File: config.mk
export PLATFORM = sky130hd
export DESIGN_NAME = score_argmax
export DESIGN_NICKNAME = d
export VERILOG_FILES = /design/src/rtl/score_argmax.sv
export SDC_FILE = /design/constraint.sdc
export NUM_CORES = 1
export LEC_CHECK = 0
export BUFFER_PORTS_ARGS = -buffer_cell sky130_fd_sc_hd__clkbuf_2
export CORE_UTILIZATION = 30
export CTS_BUF_LIST = sky130_fd_sc_hd__clkbuf_8
export DETAILED_ROUTE_END_ITERATION = 8
export PLACE_DENSITY = 0.44
export SKIP_LAST_GASP = 1
export SLEW_MARGIN = 5
export SYNTH_ARGS = -nofsm -noshare
export SYNTH_HDL_FRONTEND = slang
export SYNTH_SLANG_ARGS = --single-unit
File: constraint.sdc
create_clock -name clk -period 3.9 [get_ports clk]
set_input_delay 0.195 -clock clk [delete_from_list [all_inputs] [get_ports clk]]
set_output_delay 0.195 -clock clk [all_outputs]
set_load 0.005 [all_outputs]
File: src/rtl/score_argmax.sv
// Streaming arg-max over NUM_CLASSES signed scores. The result is held until the consumer takes it.
// Define SCORE_MARGIN_EN to add second-best tracking and the margin output.
module score_argmax #(
  parameter int NUM_CLASSES = 10,
  parameter int DATA_W      = 32
) (
  input  logic                           clk,
  input  logic                           rst_n,
  input  logic                           start,
  input  logic                           score_vld,
  input  logic signed [DATA_W-1:0]       score,
  output logic                           score_rdy,
  output logic                           result_vld,
  input  logic                           result_rdy,
  output logic [$clog2(NUM_CLASSES)-1:0] result_idx,
  output logic signed [DATA_W-1:0]       result_score,
  output logic                           busy
`ifdef SCORE_MARGIN_EN
  ,
  output logic [DATA_W-1:0]              margin
`endif
);

  localparam int IDX_W = $clog2(NUM_CLASSES);

  typedef enum logic [1:0] {
    IDLE  = 2'd0,
    ACCUM = 2'd1,
    DONE  = 2'd2
  } state_t;

  state_t                   state;
  logic [IDX_W-1:0]         cnt;
  logic signed [DATA_W-1:0] best;
  logic signed [DATA_W-1:0] best_n;
  logic [IDX_W-1:0]         best_idx;
  logic [IDX_W-1:0]         best_idx_n;
  logic                     beat;
  logic                     last_beat;

  // score_rdy is a state-decoded flop, so acceptance never depends combinationally on inputs.
  assign beat      = score_vld & score_rdy;
  assign last_beat = (cnt == IDX_W'(NUM_CLASSES - 1));

`ifdef SCORE_MARGIN_EN
  localparam logic signed [DATA_W-1:0] SCORE_MIN = {1'b1, {(DATA_W-1){1'b0}}};

  logic signed [DATA_W-1:0] second;
  logic signed [DATA_W-1:0] second_n;
  logic [DATA_W-1:0]        margin_n;

  always_comb begin
    best_n     = best;
    best_idx_n = best_idx;
    second_n   = second;
    if (cnt == '0) begin
      best_n     = score;
      best_idx_n = '0;
      second_n   = SCORE_MIN;
    end else if (score > best) begin
      second_n   = best;
      best_n     = score;
      best_idx_n = cnt;
    end else if (score > second) begin
      second_n   = score;
    end
    margin_n = best_n - second_n;
  end
`else
  always_comb begin
    best_n     = best;
    best_idx_n = best_idx;
    if (cnt == '0) begin
      best_n     = score;
      best_idx_n = '0;
    end else if (score > best) begin
      // Strict compare: on a tie the earlier (lower) index stays.
      best_n     = score;
      best_idx_n = cnt;
    end
  end
`endif

  always_ff @(posedge clk or negedge rst_n) begin
    if (!rst_n) begin
      state        <= IDLE;
      cnt          <= '0;
      best         <= '0;
      best_idx     <= '0;
      score_rdy    <= 1'b0;
      result_vld   <= 1'b0;
      result_idx   <= '0;
      result_score <= '0;
      busy         <= 1'b0;
`ifdef SCORE_MARGIN_EN
      second       <= '0;
      margin       <= '0;
`endif
    end else begin
      case (state)
        IDLE: begin
          if (start) begin
            state     <= ACCUM;
            cnt       <= '0;
            score_rdy <= 1'b1;
            busy      <= 1'b1;
          end
        end

        ACCUM: begin
          // A restart discards the partial run and also drops a beat presented alongside it.
          if (start) begin
            cnt <= '0;
          end else if (beat) begin
            best     <= best_n;
            best_idx <= best_idx_n;
            cnt      <= cnt + IDX_W'(1);
`ifdef SCORE_MARGIN_EN
            second   <= second_n;
`endif
            if (last_beat) begin
              state        <= DONE;
              score_rdy    <= 1'b0;
              result_vld   <= 1'b1;
              result_idx   <= best_idx_n;
              result_score <= best_n;
`ifdef SCORE_MARGIN_EN
              margin       <= margin_n;
`endif
            end
          end
        end

        DONE: begin
          // Result fields are left untouched on hand-off; only result_vld drops.
          if (result_rdy) begin
            result_vld <= 1'b0;
            if (start) begin
              state     <= ACCUM;
              cnt       <= '0;
              score_rdy <= 1'b1;
            end else begin
              state <= IDLE;
              busy  <= 1'b0;
            end
          end
        end

        default: begin
          state      <= IDLE;
          score_rdy  <= 1'b0;
          result_vld <= 1'b0;
          busy       <= 1'b0;
        end
      endcase
    end
  end

endmodule
After elaboration in Yosys (flattened, before gate mapping)
Index checks and enable logic that the tools add are counted.
{"block": "word_totals", "out_inout_bits": 39, "inputBits": 37, "reg_bits": 81}
{"block": "classes", "bitwise_logic": 4, "n_eq_ne": 10, "reduce_logical": 10, "order_cmp": 1, "n_addsub": 1, "muxes": 31}
{"op": "2-to-1 mux 32 bit", "count": 2}
{"op": "greater-than comparator 32 bit", "count": 1}
{"op": "2-to-1 mux 4 bit", "count": 6}
{"op": "2-to-1 mux 1 bit", "count": 13}
{"op": "!= test 2 bit, second input constant", "count": 6}
{"op": "case mux 4 bit (3 select lines)", "count": 1}
{"op": "AND reduction 4 bit", "count": 3}
{"op": "2-to-1 mux 2 bit", "count": 5}
{"op": "AND reduction 5 bit", "count": 2}
{"op": "case mux 1 bit (3 select lines)", "count": 3}
{"op": "case mux 2 bit (3 select lines)", "count": 1}
{"op": "AND reduction 3 bit", "count": 2}
{"op": "adder 4 x 1 -> 4 bit, second input constant", "count": 1}
{"op": "== test 4 bit, second input constant", "count": 1}
{"op": "logical NOT 4 bit", "count": 1}
{"op": "!= test 3 bit, second input constant", "count": 1}
{"op": "inverter 1 bit", "count": 3}
{"op": "nonzero test 3 bit", "count": 1}
{"op": "== test 2 x 1 -> 1 bit, second input constant", "count": 1}
{"op": "== test 2 bit, second input constant", "count": 1}
{"op": "logical NOT 2 bit", "count": 1}
{"op": "bitwise AND 1 bit", "count": 1}

Logic depth before layout (Yosys ltp)
Gate-level depths: netlist of run 1.
{"block": "depth", "word_depth": 5, "mapped_depth": 11, "ltp_nobuf": 9}

Least setup slack after synthesis of run 1
No wires, ideal clock.
{"block": "synth_timing", "path_type": "register to register", "start": "register best[17]", "end": "register best[10]", "slack_ns": 0.966, "arrival_time_ns": 2.806, "synth_period_minus_slack_ns": 2.934, "path_stages_with_launch": 12, "setup_ns": 0.127, "n_path_buf": 2, "path_cell_list": "dfrtp_1 > inv_1 > ha_1 > a21o_1 > a221o_1 > a22oi_2 > o211ai_2 > o31a_1 > buf_2 > o31ai_4 > buf_6 > mux2_1"}
{"block": "synth_via", "elab_chain_len": 3}
{"item": "start, declared", "line_no": "34", "source": "logic signed [DATA_W-1:0] best;"}
{"item": "start signal, assigned", "line_no": "115", "source": "best <= best_n;"}
{"item": "greater-than comparator 32 bit", "line_no": "76", "source": "end else if (score > best) begin"}
{"item": "2-to-1 mux 32 bit", "line_no": "76"}
{"item": "2-to-1 mux 32 bit", "line_no": "73", "source": "if (cnt == '0) begin"}
No other way between the ends.
A chain may end at the register's enable or synchronous reset.

Final worst setup path of run 1
{"block": "layout_timing", "start": "register best[31]", "end": "register best_idx[3]"}
{"block": "layout_via", "elab_chain_len": 3}
{"item": "greater-than comparator 32 bit", "line_no": "76"}
{"item": "2-to-1 mux 4 bit", "line_no": "76"}
{"item": "2-to-1 mux 4 bit", "line_no": "73"}
{"item": "end signal, assigned", "line_no": "116", "source": "best_idx <= best_idx_n;"}
{"item": "end, declared", "line_no": "36", "source": "logic [IDX_W-1:0] best_idx;"}
No other way between the ends.

==> results of run 1 <==
==> flip-flops by register name, summed over array words and instances (netlist names) <==
| name | count |
|---|---|
| state | 2 |
| best | 32 |
| result_vld | 1 |
| busy | 1 |
| result_idx | 4 |
| best_idx | 4 |
| score_rdy | 1 |
| cnt | 4 |
| result_score | 32 |
==> synthesized netlist by cell type (2+ instances only) <==
cell	n	share of area, %
sky130_fd_sc_hd__ha_1	35	9.5
sky130_fd_sc_hd__nand2_1	18	1.5
sky130_fd_sc_hd__nor2_1	40	3.3
sky130_fd_sc_hd__clkbuf_1	23	1.9
sky130_fd_sc_hd__a31oi_1	35	4.7
sky130_fd_sc_hd__a21oi_1	15	1.6
sky130_fd_sc_hd__nand3_1	7	0.76
sky130_fd_sc_hd__dfrtp_1	81	44
sky130_fd_sc_hd__o21ai_0	11	1.2
sky130_fd_sc_hd__nand2b_1	2	0.27
sky130_fd_sc_hd__a21o_1	2	0.33
sky130_fd_sc_hd__and4_1	2	0.38
sky130_fd_sc_hd__buf_1	5	0.41
sky130_fd_sc_hd__nand4_1	42	5.7
sky130_fd_sc_hd__mux2_2	4	0.98
sky130_fd_sc_hd__mux2_1	28	6.8
sky130_fd_sc_hd__o211ai_1	4	0.65
sky130_fd_sc_hd__nor2b_1	4	0.54
sky130_fd_sc_hd__o22ai_1	2	0.27
sky130_fd_sc_hd__nor3_1	6	0.65
sky130_fd_sc_hd__o31ai_1	32	5.2
sky130_fd_sc_hd__inv_1	37	3.0
sky130_fd_sc_hd__a32o_1	2	0.43
sky130_fd_sc_hd__buf_6	3	0.73
sky130_fd_sc_hd__buf_2	2	0.22
==> path summary, 6_finish.rpt <==
check / endpoint / slack [ns] / cells past startpoint
min: best[25] / 0.09 / 2
max in group asynchronous: best[30] / 2.62 / 3
max reg2reg: best_idx[3] / 0.71 / 10
min in group asynchronous: best[8] / 0.45 / 2
max: best_idx[3] / 0.71 / 10
min reg2reg: result_idx[1] / 0.50 / 2
==> kinds of logic after synthesis <==
kind of cell	count (synthesis)
AND/OR/NAND/NOR	128
AO/OA/AOI/OAI	118
flip-flops	81
buffers and inverters	70
adder cells (fa/ha/maj)	35
multiplexers	33
==> routing by layer <==
metal | GRT usage [%] | up-vias | wire length [microns]
met4 | 4.111 | 0 | 111
met2 | 26.13 | 78 | 5653
met1 | 22.41 | 1820 | 6046
li1 | - | 1867 | -
met5 | 0 | - | 0
met3 | 4.758 | 10 | 579
==> worst max-delay path: stages, from the launching register on <==
cell and delay (ns):
sky130_fd_sc_hd__dfrtp_1 0.37, sky130_fd_sc_hd__inv_1 0.05, sky130_fd_sc_hd__ha_1 0.31, sky130_fd_sc_hd__nand4_1 0.22, sky130_fd_sc_hd__nor3_1 0.36, sky130_fd_sc_hd__nand4_1 0.20, sky130_fd_sc_hd__nor3_1 0.43, sky130_fd_sc_hd__o31a_1 0.27
sky130_fd_sc_hd__buf_4 0.48, sky130_fd_sc_hd__nor3_1 0.10, sky130_fd_sc_hd__o32a_1 0.30
==> power by group <==
group | internal, mW | switching (mW)
registers | 0.945 | 0.0809
clock network | 0.277 | 0.314
logic | 0.292 | 0.521
==> layout make-up <==
class / instances / area, sq um
timing repair buffer: 88 / 478.0
clock inverter: 3 / 15.01
clock buffer: 12 / 165.2
tap: 184 / 230.2
sequential: 81 / 2027
fill: 1511 / 9384
inverter: 37 / 138.9
multi-input combinational: 314 / 2316
==> what timing repair did <==
action,4_1_cts,5_1_grt
hold buffers,1,0
endpoints found under the setup margin,0,0
hold endpoints to repair,56,0
gates resized for setup,0,0
==> summary.md, run 1 <==
The flow ran to the end, and the final reports show no timing, DRC or antenna violations. Counting every sink on the clock net gives 81. Port buffering added 75 buffers. The number of antenna violations at the first check in global routing was 0. TritonCTS built the clock tree. After layout, the design draws a total of 2.431 mW. After routing the design area is 5370 sq um.

The top fanout value on the critical path is 36, and the core outline area is 14750 sq um. First-pass GRT wire length: 20560 microns. Leaving out fill and tap cells, the most frequent cells in the layout are sky130_fd_sc_hd__dfrtp_1 (81), sky130_fd_sc_hd__clkbuf_2 (74), sky130_fd_sc_hd__nand4_1 (42). STA classifies the critical path startpoint as a flop.

STA classifies the critical path endpoint as a flop. The critical path starts at best[31]. 0 antenna diodes ended up in the layout.

Across the run, the number of max-cap violations was 0. Summing the areas of all compound-gate instances in the mapped netlist gives 18.15% of the synthesized area. In the final routed layout, each cell accounts on average for 17.23 microns. The count of nets left with antenna violations once routing finished came out at 0.

Clock tree synthesis selected as its root buffer the cell sky130_fd_sc_hd__clkbuf_8. Setup violations remaining at the end of the flow were counted as 0. The cell count after synthesis is 465. For the pin with the worst max-slew slack, the measured transition is 0.8168 ns. Required time at the worst-slack endpoint: 4.15 ns. The worst-case headroom to the max-slew limit is 45.55%, and the cell count after placement is 703. Between clock sinks in the finished design, the worst skew comes to 0.009506 ns.

For the final hold slack, the log shows 0.08671 ns. The clock passes through at most 2 buffers. The logs give 12390 microns for the sum of routed wire length over all layers and 0 for the remaining routing DRC violations. The fraction of synthesis flops using an asynchronous set or reset pin came out at 100.0%.

The simple-gate share of the synthesized area came out at 14.13%. Counting the buffers created by CTS gives 9. The tools report the worst flop-to-flop path startpoint as best[31].

Cells with a size suffix above 1 make up 21.68% of the layout. The worst setup path is of the flop to flop kind. Relative to the synthesized area, the layout overhead comes to 16.44%. The per-cell via count in the routed design came out at 5.250.

The mapped netlist covers 4612 sq um. The synthesized netlist devotes 9.495% of its cell area to adder and majority cells. The tools report the count of final max-slew check failures as 0. The most common cell after layout, fill and taps aside is sky130_fd_sc_hd__dfrtp_1.

The final period utilization is 81.84%, and the leftover overflow at the end of global routing is 0. Number of buffers inserted to repair setup after CTS: 0. The aggregate global-route resource usage came out at 16.61%.

The tools report the start point of the worst min-delay path as score[25]. The I/O pin count was 76; the worst-case setup slack after placement was 0.7351 ns. Clock latency on the worst-skew pair, taken at its later pin, is 0.37 ns. Summing over every cut layer, the via total after detailed routing is 3775. After the first detailed-routing iteration, the DRC count stood at 138. The full die area was 15870 sq um; the register clock-pin slew on the reported worst setup and hold paths was 0.08 ns. The post-synthesis sequential element count works out to 81. VDD sags by at most 0.0001669 V. The number of hold violations in the final report came out at 0.

For the number of standard cells in the final layout excluding fillers, the log shows 719. The number of nets handed over by synthesis was 537. After Yosys synthesis, XOR and XNOR cells account for 0% of the synthesized area.

The congestion estimate from routability-driven global placement came to 0.7497. In this run the vertical extent of the chip is 126.0 microns. For the maximum clock rate, the log shows 313.3 MHz. The path class of the tightest hold or removal check is input pin to flop. The post-synthesis mux area share is 8.030%, and the count of standard-cell rows is 44. The post-layout minimum cycle time is 3.192 ns. Setup repair after global routing left no endpoint under its margin. Adding up every negative setup slack in the final design gives 0 ns. Once layout is complete, the utilization of the core stands at 36.40%. The number of global-route vias before repair was 3774.

For the worst setup path, the data arrival time is 3.45 ns. The mean instance size in the synthesized netlist is 9.918 sq um, and the power density over the cells is 452.7 nW/um^2. The first detailed-routing pass took 4 iterations. The starting density of the core is 31.26%. In the post-route analysis, the smallest setup slack over all paths is 0.7083 ns. Static power due to leakage: 2.517 nW. The number of synthesized flops with an enable pin is 0.

The dominant register cell in the synthesized netlist is sky130_fd_sc_hd__dfrtp_1. The main combinational cell family by area after synthesis is compound AO/OA/AOI/OAI gates. The tools report the count of distinct cell types in the synthesized netlist as 48. Sequential cells were found to cover 43.95% of the synthesized design area. The H-tree was split into 3 levels. Placed cell area: 5180 sq um.

Maximum number of pins on one net before global-route repair: 72. For the post-DP HPWL, the log shows 8305 microns. For this run, the post-layout net count is 603. The floorplan step set the die width to 126.0 microns.

The run gives 0 as the count of yosys warnings during synthesis.
No activity file was read; power rests on OpenSTA's default activity.
==> inputs of run 2 (changes only) <==
- clock period: 3.9 -> 3.06 ns (I/O delays scaled with it)
==> summary.md, run 2 (synthesized netlist as in run 1, its figures left out) <==
The run finished with clean final reports. The tools report the required time at the worst-slack endpoint as 3.31 ns (-0.84 ns). In this run the clock root is driven by a sky130_fd_sc_hd__clkbuf_8.

The number of max-capacitance violations reported came out at 0 (unchanged). The run gives 0 ns (unchanged) as the total negative slack for setup checks. For the number of buffers added by the clock tree synthesis step, the log shows 9 (unchanged). The maximum number of pins on one net before global-route repair is 37 (-49%). The count of final max-slew check failures is 0 (unchanged). The core outline area was 14750 sq um (unchanged). In this run the most used layer during global routing was met2. The number of hold violations in the final report is 0 (unchanged). TritonCTS built the clock tree. The worst-case setup slack after placement is 0.07210 ns (-0.6630 ns), and the number of global-route vias before repair is 3828 (+1.4%).

The library cell used most frequently in the layout, excluding fill and tap cells, is sky130_fd_sc_hd__dfrtp_1. The leftover overflow at the end of global routing is 0 (unchanged), and the power density over the cells is 563.3 nW/um^2 (+24%). The via count was 3894 (+3.2%); the H-tree depth reported by CTS was 3 (unchanged). Sum of routed wire length over all layers: 12820 microns (+3.5%). The run gives 44 (unchanged) as the count of standard-cell rows. The per-cell routed wire length works out to 17.40 microns (+0.96%). The worst setup path is launched from a flop. The width of the die was 126.0 microns (unchanged). The logs give 81 (unchanged) for the CTS sink count and 194 (+41%) for the DRC marker count from the first detailed-route iteration.

The per-cell via count in the routed design works out to 5.284 (+0.63%). The setup skew after layout came out at 0.009250 ns (-0.0002560 ns). The starting density of the core was 31.26% (unchanged); the top fanout value on the critical path was 6 (-83%). The largest registers in the layout are best x32, result_score x32. Leaving out fill and tap cells, the most frequent cells in the layout are sky130_fd_sc_hd__dfrtp_1 (81), sky130_fd_sc_hd__clkbuf_2 (74), sky130_fd_sc_hd__nand4_1 (42). The logs give 0 (unchanged) for the number of antenna violations at the first check in global routing and 338.9 MHz (+8.2%) for the maximum clock rate. The I/O pin count is 76 (unchanged), and the register clock-pin slew on the reported worst setup and hold paths is 0.08 ns (about the same). Setup repair after global routing could not meet its margin everywhere. The remaining antenna violation count came out at 0 (unchanged).

The number of failing setup endpoints in the final timing report was 0 (unchanged). The worst hold-check path type was input pin to flop. The transition time at the pin with the least slew margin was 0.7604 ns (-0.05638 ns); the fill cell instance count of the final layout was 1541 (+2.0%). The met3 track utilization from global routing was 3.568% (-1.2 points); the met2 demand-to-capacity share in global routing was 26.55% (+0.42 points). The run gives 49.31% (+3.8 points) as the worst-case headroom to the max-slew limit. Type of the worst setup path: flop to flop. The worst-case vdd ir drop was 0.0003102 V (+86%); the first-pass iteration count of the detailed router was 4 (unchanged). The logs give 2.631 nW (+4.5%) for the static power due to leakage and 0.7757 (+3.5%) for the final weighted congestion in routability-driven placement.

The share of final-layout standard cells stronger than drive strength 1 works out to 23.51% (+1.8 points). The worst setup path is captured at a flop. The run gives 17.02% (+0.41 points) as the aggregate global-route resource usage. The logs give 0 (unchanged) for the antenna diode instance count and 20990 microns (+2.1%) for the first-pass GRT wire length. The worst setup slack after layout came out at 0.1095 ns (-0.5987 ns).

The final period utilization works out to 96.42% (+15 points). The source-to-sink clock delay at the later pin of the worst-skew pair was 0.37 ns (about the same). For the full die area, the log shows 15870 sq um (unchanged). The logs give 2 (unchanged) for the deepest clock path buffer count and 622 (+3.2%) for the number of nets in the layout. Remaining routing DRC violations: 0 (unchanged).

The met1 track demand over resource in global routing was 23.58% (+1.2 points). The post-layout minimum cycle time was 2.950 ns (-0.2413 ns); the count of buffers inserted at the top-level ports was 75 (unchanged). The y dimension of the die was 126.0 microns (unchanged); the area added between synthesis and finish was 20.21%. The arrival time reported for the critical path endpoint is 3.20 ns (-0.25 ns). The tools report the post-DP HPWL as 8813 microns (+6.1%).
[run 2: metrics by stage]
stage / hold slack, ns / util (%) / std cells / power, mW / instance area [sq um]
global placement: 0.1521 / 35.70 / 710 / 2.387 / 5268
CTS: 0.01235 / 36.75 / 725 / 3.104 / 5421
floorplan: -0.1426 / - / 465 / 2.017 / 4612
finish: 0.04286 / 37.58 / 737 / 3.123 / 5544
global route: 0.02350 / 37.58 / 737 / 3.349 / 5544
detailed placement: 0.1503 / 35.70 / 710 / 2.411 / 5268
[run 2: repair_timing]
| action | in CTS | in global routing |
|---|---|---|
| endpoints found under the hold margin | 31 | 0 |
| hold buffers | 1 | 0 |
| resized for setup | 0 | 8 |
| setup endpoints to repair | 0 | 60 |
| setup buffers | 0 | 9 |
[run 2: worst paths after layout]
| path | start | to | slack, ns | cells after the start |
|---|---|---|---|---|
| max | best[27] | best[28] | 0.11 | 11 |
| min | score[6] | best[6] | 0.04 | 2 |
| max reg2reg | best[27] | best[28] | 0.11 | 11 |
| min reg2reg | result_idx[0] | result_idx[0] | 0.52 | 2 |
| max in group asynchronous | rst_n | cnt[3] | 1.99 | 3 |
| min in group asynchronous | rst_n | result_score[10] | 0.29 | 2 |
[run 2: report_power, final]
| part | switching [mW] | leakage, nW | total [mW] | internal [mW] |
|---|---|---|---|---|
| sequential | 0.103 | 1.05 | 1.31 | 1.20 |
| combinational | 0.689 | 1.49 | 1.14 | 0.454 |
| clock | 0.399 | 0.0899 | 0.672 | 0.274 |
[run 2: area by class of cell]
class                           count  area [sq um]  area share [%]
Clock buffer                        9         123.9           2.234
Clock inverter                      5         20.02          0.3611
Inverter                           37         138.9           2.505
Multi-Input combinational cell    314          2336           42.13
Sequential cell                    81          2027           36.56
Tap cell                          184         230.2           4.153
Timing Repair Buffer              107         668.1           12.05
[run 2: critical path, cell delays in order, from the launching register on]
cell,delay (ns)
sky130_fd_sc_hd__dfrtp_1,0.38
sky130_fd_sc_hd__inv_1,0.05
sky130_fd_sc_hd__ha_1,0.30
sky130_fd_sc_hd__nand4_1,0.28
sky130_fd_sc_hd__nor4_4,0.40
sky130_fd_sc_hd__nand3_1,0.11
sky130_fd_sc_hd__o21ai_0,0.21
sky130_fd_sc_hd__a211oi_4,0.09
sky130_fd_sc_hd__o31ai_4,0.30
sky130_fd_sc_hd__buf_6,0.17
sky130_fd_sc_hd__buf_2,0.20
sky130_fd_sc_hd__mux2_1,0.34
[run 2: routing by layer]
| metal | vias up | part of all wire (%) |
|---|---|---|
| li1 | 1911 | - |
| met1 | 1896 | 49 |
| met2 | 77 | 46 |
| met3 | 10 | 3.5 |
| met4 | 0 | 0.66 |
| met5 | - | 0 |
==> inputs of run 3 (changes only) <==
- CAP_MARGIN: default -> 30
- RECOVER_POWER: default -> 100
==> summary.md, run 3 (synthesized netlist as in run 1, its figures left out) <==
The number of global-route vias before repair was 3828 (unchanged). The tools report the startpoint type of the worst setup path as a flop. Worst-case vdd ir drop: 0.0003138 V (+1.2%). For the H-tree depth reported by CTS, the log shows 3 (unchanged). The number of failing setup endpoints in the final timing report is 0 (unchanged).

The DRC marker count from the first detailed-route iteration was 176 (-9.3%); the final weighted congestion in routability-driven placement was 0.7757 (unchanged). Most common cell after layout, fill and taps aside: sky130_fd_sc_hd__dfrtp_1. The run gives 4 (unchanged) as the first-pass iteration count of the detailed router.

The aggregate global-route resource usage came out at 17.02% (unchanged). The tools report the worst-case setup slack after placement as 0.07210 ns (unchanged). Critical path capture point type: a flop. The number of antenna violations at the first check in global routing was 0 (unchanged); the register-to-register path setup slack was 0.11 ns (about the same). The flow ran to the end, but the final reports show violations. The tools report the required time at the worst-slack endpoint as 3.31 ns (about the same).

The number of max-capacitance violations reported came out at 1 (+1). The tools report the via count as 3912 (+0.46%). For the number of buffers added by the clock tree synthesis step, the log shows 9 (unchanged).

The run gives 14750 sq um (unchanged) as the core outline area. For the deepest clock path buffer count, the log shows 2 (unchanged). The run gives 37 (unchanged) as the maximum number of pins on one net before global-route repair.

For the first-pass GRT wire length, the log shows 20990 microns (unchanged). The source-to-sink clock delay at the later pin of the worst-skew pair came out at 0.37 ns (about the same). The antenna diode instance count is 0 (unchanged), and the buffers plus inverters on the worst setup path is 3 (unchanged). The maximum clock rate came out at 339.2 MHz (about the same). Grouping stages by cell kind, the critical path spends the most delay in simple AND/OR/NAND/NOR gates. Leaving out fill and tap cells, the most frequent cells in the layout are sky130_fd_sc_hd__dfrtp_1 (81), sky130_fd_sc_hd__clkbuf_2 (55), sky130_fd_sc_hd__nand4_1 (42).

The type of the worst setup path is flop to flop. Critical path's slowest cell: sky130_fd_sc_hd__nor4_4. The worst hold path belongs to the class input pin to flop. The post-layout minimum cycle time was 2.948 ns (-0.002750 ns); the leftover overflow at the end of global routing was 0 (unchanged).

The run gives 3.20 ns (about the same) as the arrival time reported for the critical path endpoint. The transition time at the pin with the least slew margin was 2.032 ns (+1.272 ns). The total negative slack for setup checks is 0 ns (unchanged), and the remaining antenna violation count is 0 (unchanged). The top fanout value on the critical path is 6 (unchanged).

The tools report the setup skew after layout as 0.01037 ns (+0.001119 ns). The buffer type at the clock tree root is sky130_fd_sc_hd__clkbuf_8. The worst-case headroom to the max-slew limit was -35.49% (-85 points).

The total power was 3.121 mW (about the same). Width of the die: 126.0 microns (unchanged). The count of final max-slew check failures was 34 (+34). For the full die area, the log shows 15870 sq um (unchanged).

Number of hold violations in the final report: 0 (unchanged). The logs give 710 (unchanged) for the cell count after placement and 5268 sq um (unchanged) for the placed cell area. The largest registers in the layout are best x32, result_score x32. The per-cell via count in the routed design was 5.308 (+0.46%); the share of the core filled with cells in the final layout was 37.34% (-0.24 points). The I/O pin count was 76 (unchanged); the area added between synthesis and finish was 19.45%. The number of standard cells in the final layout excluding fillers was 737 (unchanged); the share of final-layout standard cells stronger than drive strength 1 was 19.53% (-4.0 points).

The checks that failed: capacitance limit, slew limit. The register clock-pin slew on the reported worst setup and hold paths came out at 0.08 ns (about the same). TritonCTS built the clock tree. Final design instance area without fill: 5509 sq um (-0.63%).

Post-DP HPWL: 8813 microns (unchanged). The largest incremental delay on the critical path was 0.42 ns (+0.02 ns); the starting density of the core was 31.26% (unchanged). The signal on the critical path passes through inv_1 -> ha_1 -> nand4_1 -> nor4_4 -> nand3_1 -> o21ai_0 -> a211oi_4 -> o31ai_4 -> buf_6 -> buf_2 -> mux2_1. The final hold slack came out at 0.04097 ns (-0.001890 ns). The worst setup slack after layout came out at 0.1123 ns (+0.002750 ns). The power density over the cells was 566.6 nW/um^2 (+0.58%); the count of standard-cell rows was 44 (unchanged). The sum of routed wire length over all layers was 12870 microns (+0.38%); the per-cell routed wire length was 17.47 microns (+0.38%). For the number of nets in the layout, the log shows 622 (unchanged). Setup repair after global routing could not meet its margin everywhere.

The count of buffers inserted at the top-level ports was 75 (unchanged). For the CTS sink count, the log shows 81 (unchanged). The y dimension of the die works out to 126.0 microns (unchanged).

Final period utilization: 96.33% (about the same). The remaining routing DRC violations is 0 (unchanged), and the static power due to leakage is 2.553 nW (-3.0%).
run 3: cell count changes in the layout (fill, tap and decap cells not counted):
cell	delta
sky130_fd_sc_hd__buf_4	-3
sky130_fd_sc_hd__clkbuf_2	-19
sky130_fd_sc_hd__clkbuf_1	+21
sky130_fd_sc_hd__buf_1	+1
run 3: where the power goes:
part	total [mW]	leakage (nW)	internal [mW]	switching (mW)
registers	1.31	1.05	1.20	0.102
clock network	0.672	0.0899	0.274	0.398
logic	1.14	1.41	0.453	0.690
total	3.12	2.55	1.93	1.19
run 3: per-layer routing:
layer	global-route usage, %	vias to the layer above	part of all wire (%)	wire length [microns]
met5	0	-	0	0
met4	5.245	0	1.1	139
met3	3.568	13	4.3	556
met2	26.55	92	46	5907
met1	23.58	1898	49	6268
li1	-	1909	-	-
run 3: path summary, 6_finish.rpt:
path,start,end,cells after the start
setup / recovery,best[30],best[28],11
hold / removal,score[6],best[6],2
setup reg to reg,best[30],best[28],11
hold reg to reg,result_idx[0],result_idx[0],2
max in group asynchronous,rst_n,cnt[3],3
min in group asynchronous,rst_n,result_score[10],2
run 3: repair_timing:
item,CTS,global route
buffers inserted,0,9
hold buffers,1,0
hold endpoints to repair,31,0
resized for setup,0,8
endpoints found under the setup margin,0,60
run 3: layout make-up:
cell class                 instances  area (sq um)
multi-input combinational        314          2336
timing repair buffer             107         633.1
clock inverter                     5         20.02
inverter                          37         138.9
tap                              184         230.2
sequential                        81          2027
clock buffer                       9         123.9
fill                            1552          9245
